===== config.mk =====
export PLATFORM = sky130hd
export DESIGN_NAME = ps2_kbd_rx
export DESIGN_NICKNAME = d
export VERILOG_FILES = /design/src/rtl/ps2_pkg.sv /design/src/rtl/ps2_sync_filter.sv /design/src/rtl/ps2_kbd_rx.sv
export SDC_FILE = /design/constraint.sdc
export NUM_CORES = 1
export LEC_CHECK = 0
export ABC_AREA = 0
export CAP_MARGIN = 0
export CORE_MARGIN = 3
export CORE_UTILIZATION = 45
export DETAILED_ROUTE_END_ITERATION = 10
export GPL_TIMING_DRIVEN = 1
export PLACE_DENSITY = 0.73
export SYNTH_ARGS = -nofsm -noshare
export SYNTH_HDL_FRONTEND = slang
export SYNTH_HIERARCHICAL = 1
export SYNTH_SLANG_ARGS = --single-unit

===== constraint.sdc =====
create_clock -name clk -period 2.22 [get_ports clk]
set_input_delay 0.444 -clock clk [delete_from_list [all_inputs] [get_ports clk]]
set_output_delay 0.444 -clock clk [all_outputs]
set_load 0.02 [all_outputs]

===== src/rtl/ps2_pkg.sv =====
// Shared PS/2 receiver types and constants, also used by the I/O address decode.
package ps2_pkg;

  typedef enum logic [1:0] {IDLE, DATA, PARITY, STOP} state_t;

  localparam int          PS2_DATA_BITS  = 8;
  localparam logic [7:0]  PS2_BREAK_CODE = 8'hF0;
  localparam logic [31:0] KEYB_IO_ADDR   = 32'h0000_6000;

endpackage


===== src/rtl/ps2_sync_filter.sv =====
// Synchroniser, glitch filter and falling-edge detector for one asynchronous PS/2 pin.
module ps2_sync_filter #(
  parameter int SYNC_STAGES = 2,
  parameter int FILT_LEN    = 8
) (
  input  logic clk,
  input  logic rst_n,
  input  logic raw,
  output logic level,
  output logic fall_evt
);

  localparam int             CW       = $clog2(FILT_LEN + 1);
  localparam logic [CW-1:0]  CNT_LAST = CW'(FILT_LEN - 1);

  logic [SYNC_STAGES-1:0] sync;
  logic [CW-1:0]          cnt;
  logic                   samp;

  assign samp = sync[SYNC_STAGES-1];

  // cnt tracks how many consecutive samples have disagreed with the current level
  always_ff @(posedge clk or negedge rst_n) begin
    if (!rst_n) begin
      sync     <= '1;
      level    <= 1'b1;
      cnt      <= '0;
      fall_evt <= 1'b0;
    end else begin
      sync     <= (sync << 1) | SYNC_STAGES'(raw);
      fall_evt <= 1'b0;
      if (samp == level) begin
        cnt <= '0;
      end else if (cnt == CNT_LAST) begin
        level    <= samp;
        cnt      <= '0;
        fall_evt <= ~samp;
      end else begin
        cnt <= cnt + 1'b1;
      end
    end
  end

endmodule


===== src/rtl/ps2_kbd_rx.sv =====
// PS/2 keyboard frame receiver publishing the last four scancodes as one 32-bit word.
// Define PS2_BREAK_FILTER_EN to drop 0xF0 break prefixes and the byte that follows them.
module ps2_kbd_rx
  import ps2_pkg::*;
#(
  parameter int SYNC_STAGES    = 2,
  parameter int FILT_LEN       = 8,
  parameter int TIMEOUT_CYCLES = 200000
) (
  input  logic        clk,
  input  logic        rst_n,
  input  logic        ps2_clk,
  input  logic        ps2_data,
  output logic [31:0] keyb_char,
  output logic        key_valid,
  output logic        frame_err
);

  localparam int            TW       = $clog2(TIMEOUT_CYCLES);
  localparam logic [TW-1:0] TLIM     = TW'(TIMEOUT_CYCLES - 1);
  localparam logic [3:0]    LAST_BIT = 4'(PS2_DATA_BITS - 1);

  logic                   clk_lvl, fall_evt, edge_ok, data_s;
  logic [SYNC_STAGES-1:0] dsync;
  state_t                 state;
  logic [3:0]             bitcnt;
  logic [TW-1:0]          tcnt;
  logic [7:0]             shreg;
  logic                   par;
`ifdef PS2_BREAK_FILTER_EN
  logic                   break_pending;
`endif

  ps2_sync_filter #(.SYNC_STAGES(SYNC_STAGES), .FILT_LEN(FILT_LEN)) u_clk_filt (
    .clk      (clk),
    .rst_n    (rst_n),
    .raw      (ps2_clk),
    .level    (clk_lvl),
    .fall_evt (fall_evt)
  );

  // The edge pulse coincides with the filtered level having just dropped.
  assign edge_ok = fall_evt & ~clk_lvl;
  assign data_s  = dsync[SYNC_STAGES-1];

  always_ff @(posedge clk or negedge rst_n) begin
    if (!rst_n) dsync <= '1;
    else        dsync <= (dsync << 1) | SYNC_STAGES'(ps2_data);
  end

  always_ff @(posedge clk) begin
    if (edge_ok && state == DATA)   shreg <= {data_s, shreg[7:1]};
    if (edge_ok && state == PARITY) par   <= data_s;
  end

  always_ff @(posedge clk or negedge rst_n) begin
    if (!rst_n) begin
      state     <= IDLE;
      bitcnt    <= '0;
      tcnt      <= '0;
      keyb_char <= '0;
      key_valid <= 1'b0;
      frame_err <= 1'b0;
`ifdef PS2_BREAK_FILTER_EN
      break_pending <= 1'b0;
`endif
    end else begin
      key_valid <= 1'b0;
      frame_err <= 1'b0;
      if (edge_ok || state == IDLE) tcnt <= '0;
      else                          tcnt <= tcnt + 1'b1;

      if (edge_ok) begin
        case (state)
          IDLE: if (!data_s) begin
            state  <= DATA;
            bitcnt <= '0;
          end
          DATA: begin
            bitcnt <= bitcnt + 1'b1;
            if (bitcnt == LAST_BIT) state <= PARITY;
          end
          PARITY: state <= STOP;
          STOP: begin
            state <= IDLE;
            if (data_s && (^{shreg, par})) begin
`ifdef PS2_BREAK_FILTER_EN
              if (break_pending) begin
                break_pending <= 1'b0;
              end else if (shreg == PS2_BREAK_CODE) begin
                break_pending <= 1'b1;
              end else begin
                keyb_char <= {keyb_char[23:0], shreg};
                key_valid <= 1'b1;
              end
`else
              keyb_char <= {keyb_char[23:0], shreg};
              key_valid <= 1'b1;
`endif
            end else begin
              frame_err <= 1'b1;
            end
          end
          default: state <= IDLE;
        endcase
      end else if (state != IDLE && tcnt == TLIM) begin
        // Stalled mid-frame: abandon the partial byte.
        state     <= IDLE;
        bitcnt    <= '0;
        frame_err <= 1'b1;
      end
    end
  end

endmodule


==> flow_summary.yaml <==
final_layout:
  fill_cells: 627
  final_layout_size_suffix_gt1_frac: 0.231
  final_cells: 398
  final_core_util: 0.565
  seq_area_um2: 1980
  diodes: 0
  fin_nets: 305
  area_growth_syn_to_layout_pct: 21.1
  multi_input_area_um2: 1350
logic_synthesis:
  avgSynthCellArea_um2: 13.8
  muxShareOfSynthArea: 0.151
  async_reset_ff_frac: 0.883
  synth_common_cells: "dfrtp_1 (63), mux2_4 (30), nor2_1 (20), xnor2_1 (13), nand2_1 (11)"
  synth_fp_nets: 257
  synth_area_um2: 3400
  synth_seq_area_share: 0.581
  synth_top_area_frac: 0.463
  synth_top_family_by_area: "multiplexers"
  synthAdderAreaFrac: 0.0257
  synthCells: 246
  ys_types: 43
  yosysMostFrequentCell: "dfrtp_1"
  synth.ff_latch_count: 77
  yosys_warnings: 6
  synth_compound_area_frac: 0.0393
  synth_edf_count: 9
  synth_flop_cell: "dfrtp_1"
  synth-xor-area-share: 0.0628
  synth_top_area_cell: "dfrtp_1"
  yosys-top-cells-area: "dfrtp_1 (46%), mux2_4 (13%), edfxtp_1 (7.9%), dfstp_2 (3.9%), xnor2_1 (3.3%)"
  synthSimpleGateAreaFrac: 0.117
timing:
  tns_ns: 0
  fmax_mhz: 475
  finalMaxSlewViolations: 0
  hold_viol_final: 0
  min_period_ns: 2.11
  hold_slack_ns: 0.107
  rsz0062_at_grt: "false"
  relSlewSlack: 0.728
  finClkSkew_ns: 0.00843
  final-setup-viol-count: 0
  final_min_period_over_clock_period: 0.949
  worst_pin_slew_ns: 0.405
detailed_routing:
  vias: 1971
  drt_wl_total_mm: 5.36
  wl_per_cell_um: 13.5
  ant_nets: 0
  dr.first_iter.drc_count: 54
  post-route-drc-count: 0
  vias_per_cell: 4.95
  drt_first_pass_iters: 4
global_route:
  grt.overflow.total: 0
  grt_max_degree: 69
  antenna_found_initial: 0
  grt_pass1_wl_mm: 9.27
  grt_pass1_vias: 1969
  grtUsageTotal: 0.135
setup_path:
  cp_slowest_cell: "edfxtp_1"
  path_depth: 6
  cpPeakStageDelay_ns: 0.45
  cp-start-kind: "register"
  endpoint_kind: "register"
  worstSetupPathType: "register to register"
  worstPathCellList: "xnor2_1 > xnor3_1 > xnor2_2 > nand4_4 > buf_12 > mux2_4"
  critPathRequiredTime_ns: 2.45
  cp_max_fo: 20
  path_buf_inv: 1
  r2r_cells: 6
  cpLargestDelayFamily: "XOR/XNOR gates"
  critPathArrivalTime_ns: 2.34
die:
  ios: 38
  row_count: 31
  die-area_um2: 8650
  initial_core_util: 0.467
  die_h_um: 93.0
  core_um2: 7290
  die_w_um: 93.0
outcome:
  status: "finished, final reports clean"
pwr:
  p_leak_nw: 1.91
  p_per_area_nw_per_um2: 632
  peakVddDrop_uv: 437
  total_power_mw: 2.61
clocking:
  clk_pin_slew_ns: 0.08
  root_buffer: "clkbuf_8"
  cts_tree: "built"
  numCtsBuffers: 9
  htreeDepth: 3
  cts.sink_count: 77
  cts.path.max_buffers: 2
  clk_latency_ns: 0.34
place:
  dp_hpwl_mm: 3.65
  dp.cells: 380
  port_buffers: 37
  place_congestion: 0.756
min_path:
  min_path_type: "input port to asynchronous set/reset pin"
run:
  max-cap-violations: 0
-- final cells by class --
cell class                 instances  share of cell area
clock buffer                      11              0.0370
clock inverter                     5             0.00910
inverter                           9             0.00819
multi-input combinational        154               0.327
sequential                        77               0.480
tap                               99              0.0300
timing repair buffer              43               0.109
-- through the flow --
step / cell area, µm² / setup WS [ns]
global placement: 3920 / 0.119
global route: 4120 / 0.00861
CTS: 4110 / 0.0716
detailed placement: 3920 / 0.0773
floorplan: 3400 / 0.239
finish: 4120 / 0.114
-- path summary, 6_finish.rpt --
path | end | slack (ns) | start
hold / removal | key_valid | 0.11 | rst_n
max in group asynchronous | u_clk_filt/level | 1.79 | rst_n
setup / recovery | keyb_char[3] | 0.11 | shreg[1]
setup reg to reg | keyb_char[3] | 0.11 | shreg[1]
min in group clk | dsync[1] | 0.36 | dsync[0]
hold reg to reg | dsync[1] | 0.36 | dsync[0]
-- power by group --
| part | leakage, nW | switching [mW] | internal, mW | total, mW |
|---|---|---|---|---|
| clock | 0.100 | 0.509 | 0.485 | 0.995 |
| combinational | 0.797 | 0.0566 | 0.0555 | 0.112 |
| sequential | 1.01 | 0.0355 | 1.46 | 1.50 |
-- cells by family (layout without fill, tap and decap cells) --
| group | count (synthesis) | after routing |
|---|---|---|
| compound gates | 20 | 20 |
| fa+ha+maj | 7 | 7 |
| mux | 36 | 36 |
| flops | 77 | 77 |
| buf+inv | 15 | 68 |
| simple gates | 69 | 69 |
| xor+xnor | 22 | 22 |
-- layout by cell type, fill, tap and decap left out, types with 3 or more instances in the layout --
master and n:
xnor2_1 13, o31ai_1 3, xor2_1 7, clkdlybuf4s50_1 36
mux2_4 30, inv_6 3, nand4_1 3, buf_12 3
nor3_1 5, nor2_1 20, o21ai_0 8, dfrtp_1 63
dfstp_2 5, mux2_2 3, mux2i_1 3, inv_1 9
nand2b_1 3, edfxtp_1 9, nand2_1 11, a21oi_1 4
ha_1 7, clkbuf_8 9, buf_4 3, and4_1 3
nand3_1 8, or3_1 3
-- repair_timing --
| item | 4_1_cts | 5_1_grt |
|---|---|---|
| buffers inserted | 0 | 2 |
| gates resized for setup | 0 | 1 |
| hold buffers | 0 | 0 |
| setup endpoints to repair | 0 | 8 |
-- routing by layer --
layer,part of all wire,global-route usage
met1,0.46,0.173
met2,0.46,0.215
met3,0.058,0.0426
met5,0,0
met4,0.015,0.0501
-- registers in the layout, indices dropped and copies added, names as in the netlist --
| signal | cells |
|---|---|
| u_clk_filt/cnt | 4 |
| u_clk_filt/level | 1 |
| dsync | 2 |
| tcnt | 18 |
| key_valid | 1 |
| keyb_char | 32 |
| state | 2 |
| u_clk_filt/fall_evt | 1 |
| u_clk_filt/sync | 2 |
| bitcnt | 4 |
| shreg | 8 |
| par | 1 |
| frame_err | 1 |
No activity file was read; power rests on OpenSTA's default activity.
